## src/rtl/uart_rx_fifo_pkg.sv

```systemverilog
// Shared UART receive-path definitions: byte width, default queue depth and
// the sticky overflow-flag update rule used by the receiver and its neighbours.
package uart_rx_fifo_pkg;

  localparam int UART_BYTE_W     = 8;
  localparam int UART_FIFO_DEPTH = 16;
  localparam int UART_FIFO_AW    = 4;

  typedef logic [UART_BYTE_W-1:0] uart_byte_t;

  // A drop in the same cycle wins over a clear, so a lost byte is never hidden.
  function automatic logic ovf_next(input logic ovf, input logic drop, input logic clear);
    logic res;
    if (drop) begin
      res = 1'b1;
    end else if (clear) begin
      res = 1'b0;
    end else begin
      res = ovf;
    end
    return res;
  endfunction

endpackage

```

## src/rtl/uart_rx_fifo_mem.sv

```systemverilog
// Byte storage for the UART receive queue: one synchronous write port and one
// asynchronous read port. Contents are deliberately not reset.
module fifo_mem
  import uart_rx_fifo_pkg::*;
#(
  parameter int DEPTH = UART_FIFO_DEPTH,
  parameter int AW    = UART_FIFO_AW
) (
  input  logic            clk,
  input  logic            i_wr_en,
  input  logic [AW-1:0]   i_wr_addr,
  input  uart_byte_t      i_wr_data,
  input  logic [AW-1:0]   i_rd_addr,
  output uart_byte_t      o_rd_data
);

  uart_byte_t r_mem [DEPTH];

  // Write port
  always_ff @(posedge clk) begin
    if (i_wr_en) begin
      r_mem[i_wr_addr] <= i_wr_data;
    end
  end

  assign o_rd_data = r_mem[i_rd_addr];

endmodule

```

## src/rtl/uart_rx_fifo.sv

```systemverilog
// Receive byte queue between the UART receiver and its consumer. The receiver
// is never stalled; bytes arriving while full are dropped and flagged sticky.
module uart_rx_fifo
  import uart_rx_fifo_pkg::*;
#(
  parameter int DEPTH = UART_FIFO_DEPTH,
  parameter int AW    = UART_FIFO_AW
) (
  input  logic          clk,
  input  logic          rst,
  input  uart_byte_t    in__data,
  input  logic          in__valid,
  output logic          out__ready,
  output uart_byte_t    out__data,
  output logic          out__valid,
  input  logic          in__ready,
  output logic [AW:0]   out__count,
  output logic          out__overflow,
  input  logic          in__clear
);

  localparam logic [AW:0] L_FULL_COUNT = (AW+1)'(DEPTH);
  localparam logic [AW:0] L_ONE_COUNT  = (AW+1)'(1'b1);
  localparam logic [AW-1:0] L_ONE_PTR  = AW'(1'b1);

  logic [AW-1:0] r_wptr;
  logic [AW-1:0] r_rptr;
  logic [AW:0]   r_count;
  logic          r_overflow;

  logic          w_full;
  logic          w_pop;
  logic          w_push;
  logic          w_drop;
  logic          w_wr_en;
  logic [AW:0]   w_count_nxt;
  uart_byte_t    w_rd_data;

  assign w_full  = (r_count == L_FULL_COUNT);
  assign w_pop   = out__valid & in__ready;
  // A pop frees the slot this cycle, so a full queue can still accept a byte.
  assign w_push  = in__valid & (~w_full | w_pop);
  assign w_drop  = in__valid & w_full & ~w_pop;
  assign w_wr_en = w_push & rst;

  // Occupancy update: push and pop together leave the count unchanged
  always_comb begin
    w_count_nxt = r_count;
    case ({w_push, w_pop})
      2'b10:   w_count_nxt = r_count + L_ONE_COUNT;
      2'b01:   w_count_nxt = r_count - L_ONE_COUNT;
      default: w_count_nxt = r_count;
    endcase
  end

  // Queue pointers, occupancy and sticky overflow
  always_ff @(posedge clk) begin
    if (!rst) begin
      r_wptr     <= {AW{1'b0}};
      r_rptr     <= {AW{1'b0}};
      r_count    <= {(AW+1){1'b0}};
      r_overflow <= 1'b0;
    end else begin
      if (w_push) begin
        r_wptr <= r_wptr + L_ONE_PTR;
      end else begin
        r_wptr <= r_wptr;
      end
      if (w_pop) begin
        r_rptr <= r_rptr + L_ONE_PTR;
      end else begin
        r_rptr <= r_rptr;
      end
      r_count    <= w_count_nxt;
      r_overflow <= ovf_next(r_overflow, w_drop, in__clear);
    end
  end

  fifo_mem #(
    .DEPTH (DEPTH),
    .AW    (AW)
  ) u_mem (
    .clk       (clk),
    .i_wr_en   (w_wr_en),
    .i_wr_addr (r_wptr),
    .i_wr_data (in__data),
    .i_rd_addr (r_rptr),
    .o_rd_data (w_rd_data)
  );

  assign out__ready    = 1'b1;
  assign out__data     = w_rd_data;
  assign out__valid    = (r_count != {(AW+1){1'b0}});
  assign out__count    = r_count;
  assign out__overflow = r_overflow;

endmodule

```

## config.mk

```make
export PLATFORM = sky130hd
export DESIGN_NAME = uart_rx_fifo
export DESIGN_NICKNAME = d
export VERILOG_FILES = /design/src/rtl/uart_rx_fifo_pkg.sv /design/src/rtl/uart_rx_fifo_mem.sv /design/src/rtl/uart_rx_fifo.sv
export SDC_FILE = /design/constraint.sdc
export NUM_CORES = 1
export LEC_CHECK = 0
export BUFFER_PORTS_ARGS = -buffer_cell sky130_fd_sc_hd__buf_4
export CORE_MARGIN = 5
export CORE_UTILIZATION = 40
export CTS_CLUSTER_SIZE = 30
export DETAILED_ROUTE_END_ITERATION = 6
export GPL_ROUTABILITY_DRIVEN = 0
export GPL_TIMING_DRIVEN = 1
export SYNTH_ARGS = -nofsm -noshare
export SYNTH_HDL_FRONTEND = slang
export SYNTH_HIERARCHICAL = 1
export SYNTH_SLANG_ARGS = --single-unit
```

## constraint.sdc

```tcl
create_clock -name clk -period 5.7 [get_ports clk]
set_input_delay 1.14 -clock clk [delete_from_list [all_inputs] [get_ports clk]]
set_output_delay 1.14 -clock clk [all_outputs]
set_load 0.01 [all_outputs]
```

# Word level (Yosys, flattened, before mapping)
# Memories as Yosys holds them, arrays and structs flattened. A register that Yosys moved wholly into a read port is not among the register bits.
# Cells that the tools add are included.
[op_classes]
reduce_logical = 3
add_sub_neg = 4
n_eq_ne = 3
bitwise_logic = 8
muxes = 7
[op_table]
columns = ["operator", "count"]
rows = [
  ["$pmux 5 s2", 1],
  ["$add 4x1->4 const B", 2],
  ["$mux 4", 2],
  ["$add 5x1->5 const B", 1],
  ["$and 1x1->1", 5],
  ["$eq 5x5->1 const B", 1],
  ["$reduce_bool 5->1", 1],
  ["$sub 5x1->5 const B", 1],
  ["$mux 1", 4],
  ["$reduce_bool 2->1", 2],
  ["$eq 2x1->1 const B", 1],
  ["$eq 2x2->1 const B", 1],
  ["$not 1->1", 2],
  ["$or 1x1->1", 1],
]
[word_totals]
register_bits = 14
ram_bits = 128
inputBits = 13
elab_cells = 30
out_inout_bits = 16
mem_count = 1
[mem_list]
columns = ["name", "depth", "width", "read_ports", "rd_clocked_by_memory_dff", "wr", "line", "rtl"]
rows = [
  ["u_mem.r_mem", 16, 8, 1, 1, 1, "uart_rx_fifo_mem.sv:17", "uart_byte_t r_mem [DEPTH];"],
]

# Depth between registers and ports, before layout
# Gate-level depths: netlist (run 1).
[depth]
word_depth = 7
depth_mapped = 9
mapped_depth_nobuf = 8

# Cells and area by module
# Netlist (run 1), hierarchy kept.
[by_module_without_submodules]
columns = ["module", "cells_each", "seq_area_each_um2", "instances", "area_each_um2"]
rows = [
  ["fifo_mem", 221, 3843.7, 1, 4987.3],
  ["uart_rx_fifo", 87, 280.3, 1, 789.5],
]

# Worst setup path after synthesis (run 1)
# Ideal clock, no wire load.
[synth_timing]
path_kind = "input-to-reg"
startpoint = "in rst"
endpoint = "mem u_mem/r_mem[0][0] (netlist bit) (enable)"
slack_ns = 2.449
t_arrival_ns = 2.868
n_path_buf = 1
setup_time_ns = 0.383
cell_stages = 5
t_required_ns = 5.317
cell_sequence = "clkbuf_1 > inv_1 > nor2_1 > or3b_2 > nor3_1"
[synth_between]
elab_chain_len = 3
[synth_rtl]
columns = ["element", "line", "rtl"]
rows = [
  ["from (decl)", "uart_rx_fifo.sv:10", "input logic rst,"],
  ["$and 1x1->1", "uart_rx_fifo.sv:44", "assign w_wr_en = w_push & rst;"],
  ["net w_wr_en", "uart_rx_fifo.sv:35", "logic w_wr_en;"],
  ["$mux 1", "uart_rx_fifo_mem.sv:21", "if (i_wr_en) begin"],
  ["$mux 1 (implied by the code)", "uart_rx_fifo_mem.sv:22", "r_mem[i_wr_addr] <= i_wr_data;"],
  ["to (decl)", "uart_rx_fifo_mem.sv:17", ""],
]
# The timed path passes the listed nets, and every way through them passes these cells.

==> flow_summary.ini, run 1 <==
[timing]
worst_pin_slew_ns = 1.18
finalHoldViolations = 0
drv_slew = 0
fin_crit_ns = 3.83
slew_headroom_pct = 20.9
rsz0062_at_grt = false
timing.final.crit_share_pct = 67.2
setup-violations-final = 0
timing.setup.tns_ns = 0
fmax_ghz = 0.261
finClkSkew_ns = 0.00593

[worst_setup_path]
startpoint_type = flip-flop
critPathBufInv = 2
critPathMaxStageDelay_ns = 0.68
cp_slowest_cell = dfxtp_2
path_common_cell = buf_4
crit_chain = buf_4, mux4_1, a22oi_1, nand2_1, buf_4
arrival_ns = 2.69
criticalPathCategory = reg -> out
r2r_slack_ns = 2.79
required_ns = 4.56
rr_endpoint = u_mem/r_mem[0][7]$_DFFE_PP_
critPathMaxFanout = 19
rr_startpoint = out__count[1]$_SDFFE_PN0P_
reg2reg_depth = 5
path_delay_family = flip-flops
crit_path_end_kind = output pin

[floorplan]
dieWidth_um = 130
start_util_pct = 40.2
dieArea_mm2 = 0.0169
ioPinCount = 29
coreArea_mm2 = 0.0144
rows = 44
dieHeight_um = 130

[synth]
syn_nets = 325
synth_area_mm2 = 0.00578
yosys.area.top_type = edfxtp_1
syn_inst = 308
ys_async_sr_fraction_pct = 0
avgSynthCellArea_um2 = 18.8
synth_ff_type = edfxtp_1
synth-edff-count = 128
synth.top_cell.area_share_pct = 66.5
ys_top_cells_by_area = edfxtp_1 (67%), mux4_2 (7.0%), mux4_1 (6.4%), dfxtp_1 (4.9%), a22oi_1 (2.1%)
ys_warn_count = 6
synth_cell_types = 40
ys_seq_elements = 142
synth_seq_area_share_pct = 71.4

[worst_hold_path]
holdPathStages = 2
min_path_type = reg -> reg
whs_endpoint = out__count[0]$_SDFFE_PN0P_
min-delay-start = out__count[0]$_SDFFE_PN0P_

[drt]
drtAntennaViolNets = 0
routed_wl_um = 11600
routedWlPerCell_um = 21.5
drt_pass1_iterations = 5
viasPerCell = 5.43
drc = 0
drt_iter0_drc = 280
vias = 2941

[grt]
grt_pass1_vias = 2979
use_met2_pct = 21.5
grt_usage_pct = 14.8
grt_max_degree = 20
grt-busiest-layer = met2
grt.met3_usage_pct = 4.01
met1_usage_pct = 21.0
grt_overflow = 0
antenna_found_initial = 0
grt_pass1_wl_um = 17700

[clocking]
clk_transition_reported_paths_ns = 0.06
hold_buffers = 0
htreeDepth = 4
cts_buffers = 17
cts_tree = built
cts_root_buf = clkbuf_16
clock_latency_ns = 0.41
cts.sinks = 142
post_cts_buffers = 0
ctsResizeCount = 0
ctsLongestPathBuffers = 2

[final_layout]
area_growth_pct = 17.0
antennaDiodeCount = 0
finalNetCount = 362
drive_gt1_share_pct = 23.7
final_cells = 542

[pwr]
p_sw_uw = 766
vdd_drop_max_mv = 0.288
swShare_pct = 25.2
powerDensity_mw_per_mm2 = 450
combPwrFrac_pct = 20.2
power_leakage_nw = 2.27
p_seq_share_pct = 41.3
power_mw = 3.04
p_int_mw = 2.27
pwr-share-clk_pct = 38.5

[place]
portBuffers = 27
placed_cells = 510
dpl.hpwl_um = 7410

[flow_run]
cap_violations = 0

[outcome]
status = finished, final reports clean
[cell families after synthesis]
group           share of synthesized area [%]
other cells                            0.0649
xor+xnor                                0.758
buf+inv                                  2.10
compound gates                           4.64
mux                                      14.8
simple gates                             5.37
fa+ha+maj                               0.866
flops                                    71.4
[worst max-delay path by stage]
| stage | from | end | slack [ns] | cells past startpoint |
|---|---|---|---|---|
| final | r_rptr[0]$_SDFFE_PN0N_ | out__data[4] | 1.87 | 5 |
| after global routing | r_rptr[0]$_SDFFE_PN0N_ | out__data[4] | 1.64 | 5 |
| after global placement | in__ready | u_mem/r_mem[0][2]$_DFFE_PP_ | 2.22 | 6 |
| after floorplan | rst | u_mem/r_mem[0][0]$_DFFE_PP_ | 2.45 | 5 |
| after CTS | r_rptr[0]$_SDFFE_PN0N_ | out__data[4] | 1.79 | 5 |
| after detailed placement | in__ready | u_mem/r_mem[0][4]$_DFFE_PP_ | 2.09 | 6 |
[metal layers]
| layer | routed length, µm | vias to the layer above |
|---|---|---|
| met1 | 5310 | 1493 |
| met3 | 787 | 17 |
| met4 | 187 | 0 |
| met5 | 0 | - |
| met2 | 5350 | 99 |
| li1 | - | 1332 |
[synthesized netlist by cell type, drive strengths merged (3+ instances only)]
cell	count
dfxtp	14
nand3	3
nand2b	6
buf	9
nor2b	3
a22oi	16
nor2	23
clkdlybuf4s25	3
mux2i	7
o21a	6
edfxtp	128
ha	4
xor2	5
nand2	15
mux4	32
nor3	7
a21oi	5
[state kept, by name (all words and copies together), names as in the netlist]
register	flops
u_mem/r_mem	128
out__count	5
r_rptr	4
r_wptr	4
out__overflow	1
[layout make-up]
class / instances / area, µm²
sequential: 142 / 4130
clock buffer: 19 / 433
clock inverter: 13 / 194
multi-input combinational: 150 / 1530
timing repair buffer: 32 / 240
inverter: 2 / 7.51
tap: 184 / 230
fill: 1215 / 7610
[cell usage in the layout (no fill, tap or decap), drive strengths merged, types with 4 or more instances in the layout]
cell type,synthesis,final
clkbuf,2,19
nand2b,6,6
mux4,32,32
clkinv,0,7
nor2,23,23
ha,4,4
mux2i,7,7
nor3,7,7
o21a,6,6
a21oi,5,5
edfxtp,128,128
dfxtp,14,14
buf,9,32
a22oi,16,16
xor2,5,5
bufinv,0,5
nand2,15,15
[tightest hold or removal path, delay by kind of cell (launching register included)]
| family | cells | cell delay, ns |
|---|---|---|
| flops | 1 | 0.36 |
| simple gates | 1 | 0.08 |
| mux | 1 | 0.06 |
[power by group through the flow]
stage	clock, mW	sequential (mW)	combinational, mW
after floorplan	0	1.24	0.488
after global placement	0	1.28	0.612
after detailed placement	0	1.28	0.618
after CTS	1.19	1.26	0.620
after global routing	1.24	1.27	0.663
final	1.17	1.26	0.614
[through the flow]
| stage | hold WS (ns) | worst slack, ns | cell area (µm²) | util (%) |
|---|---|---|---|---|
| floorplan | 0.529 | 2.45 | 5780 | - |
| global placement | 0.526 | 2.22 | 6130 | 42.7 |
| detailed placement | 0.541 | 2.09 | 6130 | 42.7 |
| CTS | 0.551 | 1.79 | 6760 | 47.1 |
| global route | 0.596 | 1.64 | 6760 | 47.1 |
| finish | 0.546 | 1.87 | 6760 | 47.1 |
(Power assumes the default switching activity.)
==> run 2, diff against run 1 <==
- ABC_AREA: not set -> 1
- clock period: 5.7 -> 3.7 ns (I/O delays scaled with it)
==> run 2 against run 1 <==
Sequential cell count unchanged. Power increased by 43%. Register-to-register slack got worse by 1.6 ns. Critical path type unchanged. Via count increased by 50%. Non-clock buffer count decreased by 2. Global-route usage increased by 2.2 points. Final cell count increased by 68%. Worst hold slack got worse by 0.065 ns. Clock skew about the same. Critical path depth increased by 3.
==> flow_summary.ini, run 2 <==
[outcome]
status = finished, final reports clean

[synth]
ys_warn_count = 6
yosys-top-cells-count = nand2_1 (193), edfxtp_1 (128), inv_1 (117), nand3_1 (105), nor2_1 (31)
avgSynthCellArea_um2 = 9.78
syn_nets = 679
synth_seq_area_share_pct = 63.7
ys_async_sr_fraction_pct = 0
synth-edff-count = 128
syn_inst = 662
synth_area_mm2 = 0.00648
synth.top_cell.area_share_pct = 59.4
synth_cell_types = 30
ys_seq_elements = 142
synth_ff_type = edfxtp_1
ys_top_cells_by_area = edfxtp_1 (59%), nand2_1 (11%), nand3_1 (8.1%), inv_1 (6.8%), dfxtp_1 (4.3%)
yosys.area.top_type = edfxtp_1
synth_most_common_cell = nand2_1

[timing]
timing.final.crit_share_pct = 83.4
worst_pin_slew_ns = 1.09
slew_headroom_pct = 27.1
fmax_ghz = 0.324
drv_slew = 0
timing.setup.tns_ns = 0
setup-violations-final = 0
finClkSkew_ns = 0.00625
finalHoldViolations = 0
rsz0062_at_grt = false
fin_ws_ns = 0.614
fin_crit_ns = 3.09

[final_layout]
antennaDiodeCount = 0
largest_reg_flops = 128
finalNetCount = 702
area_growth_pct = 14.2
drive_gt1_share_pct = 11.3
fin_util_pct = 46.6
fill_cells = 1548
final_cell_mix = nand2_1 (193), edfxtp_1 (128), inv_1 (117)
top_register = u_mem/r_mem
layout_commonest_cell = nand2_1

[grt]
grt_overflow = 0
grt_pass1_wl_um = 23000
antenna_found_initial = 0
grt_usage_pct = 17.0
grt_pass1_vias = 4277
grt_max_degree = 68

[floorplan]
dieHeight_um = 137
start_util_pct = 40.8
coreArea_mm2 = 0.0159
rows = 46
dieArea_mm2 = 0.0188
ioPinCount = 29
dieWidth_um = 137

[place]
dpl.hpwl_um = 9430
portBuffers = 27
dp_slack_ns = 0.852

[drt]
vias = 4417
routedWlPerCell_um = 16.3
viasPerCell = 4.84
drt_pass1_iterations = 5
drc = 0
drtAntennaViolNets = 0
routed_wl_um = 14900
drt_iter0_drc = 395

[worst_hold_path]
whs_endpoint = out__overflow$_SDFFE_PN0P_
holdPathStages = 2
min-delay-start = out__overflow$_SDFFE_PN0P_
min_path_type = reg -> reg

[pwr]
p_sw_mw = 1.19
power_mw = 4.35
power_leakage_nw = 3.16
swShare_pct = 27.4
combPwrFrac_pct = 18.7
powerDensity_mw_per_mm2 = 588
p_int_mw = 3.16
p_seq_share_pct = 41.7
pwr-share-clk_pct = 39.6
vdd_drop_max_mv = 0.385

[clocking]
clk_transition_reported_paths_ns = 0.06
cts_root_buf = clkbuf_16
clock_latency_ns = 0.43
cts_buffers = 17
cts.sinks = 142
htreeDepth = 4
hold_buffers = 0
cts_tree = built
ctsResizeCount = 0
post_cts_buffers = 0
ctsLongestPathBuffers = 2

[worst_setup_path]
path_common_cell = nand2_1
critPathMaxStageDelay_ns = 0.78
critPathMaxFanout = 64
reg2reg_depth = 6
cp_slowest_cell = inv_2
crit_chain = inv_2, nand2_1, nand2_1, nand2_1, nand3_1, nand3_1, nand2_1, buf_4
rr_startpoint = out__count[0]$_SDFFE_PN0P_
arrival_ns = 2.35
required_ns = 2.96
startpoint_type = flip-flop
crit_path_end_kind = output pin
r2r_slack_ns = 1.18
rr_endpoint = u_mem/r_mem[10][2]$_DFFE_PP_
criticalPathCategory = reg -> out

[flow_run]
cap_violations = 0
==> run 2: cell families after synthesis <==
logic type               synth area share [%]
other                                  0.0579
AND/OR/NAND/NOR                          23.4
flip-flops                               63.7
buffers and inverters                    9.99
adder cells (fa/ha/maj)                 0.773
AO/OA/AOI/OAI                            1.95
XOR/XNOR                                0.135
==> run 2: area by class of cell <==
| type | instances | area (µm²) | area share, % |
|---|---|---|---|
| clock buffers | 17 | 425 | 5.75 |
| clock inverters | 14 | 175 | 2.37 |
| inverters | 124 | 468 | 6.33 |
| multi-input cells | 370 | 1710 | 23.1 |
| flip-flops and latches | 142 | 4130 | 55.8 |
| well taps | 216 | 270 | 3.65 |
| repair buffers | 30 | 225 | 3.05 |
==> run 2: layer usage <==
layer	wire (µm)	global-route usage [%]	share of wire [%]
met4	501	9.26	3.4
met2	6810	26.5	46
met5	0	0	0
met1	6720	22.2	45
met3	878	3.54	5.9
==> run 2: worst max-delay path by stage <==
stage / start / endpoint / slack [ns] / cells after the start
2_1_floorplan: in__valid / u_mem/r_mem[12][0]$_DFFE_PP_ / 1.47 / 6
3_3_place_gp: in__valid / u_mem/r_mem[10][7]$_DFFE_PP_ / 0.95 / 7
3_5_place_dp: in__valid / u_mem/r_mem[10][0]$_DFFE_PP_ / 0.85 / 7
4_1_cts: r_rptr[0]$_SDFFE_PN0N_ / out__data[7] / 0.61 / 8
5_1_grt: r_rptr[0]$_SDFFE_PN0N_ / out__data[7] / 0.47 / 8
6_report: r_rptr[0]$_SDFFE_PN0N_ / out__data[7] / 0.61 / 8
==> run 2: power by group through the flow <==
stage	clock network, mW	logic (mW)	registers (mW)
floorplan	0	0.571	1.85
global placement	0	0.799	1.85
detailed placement	0	0.809	1.85
CTS	1.76	0.812	1.81
global route	1.83	0.903	1.82
finish	1.72	0.812	1.81
==> run 2: per-stage QoR <==
stage | cell area [µm²] | hold slack [ns] | instances
final | 7390 | 0.481 | 913
after CTS | 7390 | 0.483 | 913
after detailed placement | 6790 | 0.469 | 882
after floorplan | 6480 | 0.437 | 662
after global placement | 6790 | 0.460 | 882
after global routing | 7390 | 0.496 | 913
==> run 2: critical path, delay by kind of cell (launching register included) <==
family | cells | cell delay [ns]
flops | 1 | 0.32
simple gates | 6 | 0.71
buf+inv | 2 | 0.90
==> run 3, diff against run 2 <==
- clock period: 3.7 -> 2.65 ns (I/O delays scaled with it)
==> run 3 against run 2 <==
Wire length increased by 0.89%. Power increased by 35%. Clock skew increased by 0.0012 ns. Non-clock buffer count increased by 20. Sequential share of layout area decreased by 0.75 points. Worst hold slack got worse by 0.12 ns. Critical path depth unchanged. Largest power group unchanged. Largest cell class unchanged. Critical endpoint unchanged. Critical path type unchanged.
==> flow_summary.ini, run 3 (same netlist as run 2, synthesis figures left out) <==
[clocking]
clk_transition_reported_paths_ns = 0.05
ctsResizeCount = 0
post_cts_buffers = 0
ctsLongestPathBuffers = 2
cts_buffers = 17
hold_buffers = 0
cts.sinks = 142
cts_tree = built
htreeDepth = 4
cts_root_buf = clkbuf_16
clock_latency_ns = 0.41

[timing]
drv_slew = 0
fmax_ghz = 0.401
rsz0062_at_grt = false
slew_headroom_pct = 62.9
timing.final.crit_share_pct = 94.2
worst_pin_slew_ns = 0.556
timing.setup.tns_ns = 0
fin_crit_ns = 2.50
fin_ws_ns = 0.154
finClkSkew_ns = 0.00747
finalHoldViolations = 0
setup-violations-final = 0
hold_ws_ns = 0.365

[pwr]
vdd_drop_max_mv = 0.486
power_leakage_nw = 3.24
powerDensity_mw_per_mm2 = 784

[grt]
grt_pass1_wl_um = 23800
grt_max_degree = 49
grt_pass1_vias = 4332
antenna_found_initial = 0
grt_usage_pct = 17.2
grt_overflow = 0

[final_layout]
layout_commonest_cell = nand2_1
top_register = u_mem/r_mem
largest_reg_flops = 128
antennaDiodeCount = 0
final_cell_mix = nand2_1 (193), edfxtp_1 (128), inv_1 (117)
area_growth_pct = 15.7
fin_util_pct = 47.2
seq_area_mm2 = 0.00413
multiInputGateArea_mm2 = 0.00171
fill_cells = 1482
drive_gt1_share_pct = 13.0
finalNetCount = 722

[worst_setup_path]
crit_path_end_kind = output pin
critPathMaxFanout = 18
startpoint_type = flip-flop
rr_startpoint = out__count[0]$_SDFFE_PN0P_
critPathMaxStageDelay_ns = 0.33
rr_endpoint = u_mem/r_mem[8][0]$_DFFE_PP_
crit_chain = inv_2, buf_4, nand2_1, nand3_1, nand3_1, nand3_1, nand2_1, buf_4
arrival_ns = 1.97
criticalPathCategory = reg -> out
path_common_cell = nand3_1
r2r_slack_ns = 0.51
cp_slowest_cell = dfxtp_2
required_ns = 2.12
reg2reg_depth = 7

[drt]
vias = 4502
drc = 0
routed_wl_um = 15000
drt_iter0_drc = 442
viasPerCell = 4.82
drtAntennaViolNets = 0
drt_pass1_iterations = 5
routedWlPerCell_um = 16.1

[place]
dpl.hpwl_um = 10000
dp_slack_ns = 0.389
portBuffers = 27

[floorplan]
coreArea_mm2 = 0.0159
dieHeight_um = 137
dieWidth_um = 137
start_util_pct = 40.8
ioPinCount = 29
rows = 46
dieArea_mm2 = 0.0188

[worst_hold_path]
min_path_type = in -> reg
min-delay-start = in__clear
whs_endpoint = out__overflow$_SDFFE_PN0P_
holdPathStages = 4

[flow_run]
cap_violations = 0

[outcome]
status = finished, final reports clean
[run 3: changes by cell type in the layout (fill, tap and decap cells not counted), sizes merged]
| cell | delta |
|---|---|
| buf | +20 |
| bufinv | -3 |
| clkbuf | +11 |
| clkinv | -5 |
| clkinvlp | -2 |
[run 3: metal layers]
metal / track usage (%) / vias up / share of wire (%)
li1: - / 2217 / -
met1: 24.1 / 2111 / 46
met2: 25.9 / 153 / 46
met3: 4.20 / 21 / 7.0
met4: 6.49 / 0 / 1.7
met5: 0 / - / 0
[run 3: critical path: cells and delay by family, from the launching register on]
kind / cells / cell delay [ns]
AND/OR/NAND/NOR: 5 / 0.55
flip-flops: 1 / 0.33
buffers and inverters: 3 / 0.67
[run 3: area by class of cell]
type                       count  share of cell area [%]
clock buffer                  28                    6.63
clock inverter                 4                   0.568
inverter                     124                    6.24
multi-input combinational    370                    22.8
sequential                   142                    55.0
tap                          216                    3.61
timing repair buffer          50                    5.17
[run 3: where the power goes]
group	switching (mW)	leakage, nW	internal (mW)
clock	0.799	0.262	1.36
combinational	0.781	1.71	0.401
sequential	0.0465	1.27	2.49
total	1.63	3.24	4.25
[run 3: worst max path at each step]
stage / start / end / slack [ns] / cells past startpoint
after floorplan: in__valid / u_mem/r_mem[12][0]$_DFFE_PP_ / 0.63 / 6
after global placement: in__valid / u_mem/r_mem[14][3]$_DFFE_PP_ / 0.41 / 8
after detailed placement: in__valid / u_mem/r_mem[8][5]$_DFFE_PP_ / 0.39 / 8
after CTS: r_rptr[0]$_SDFFE_PN0N_ / out__data[2] / 0.15 / 8
after global routing: r_rptr[0]$_SDFFE_PN0N_ / out__data[2] / 0.03 / 8
final: r_rptr[0]$_SDFFE_PN0N_ / out__data[7] / 0.15 / 8
[run 3: through the flow]
stage | area [µm²] | total power [mW] | cells
after detailed placement | 6960 | 3.76 | 902
after CTS | 7500 | 5.92 | 934
final | 7500 | 5.87 | 934
after global placement | 6960 | 3.74 | 902
after floorplan | 6480 | 3.38 | 662
after global routing | 7500 | 6.18 | 934
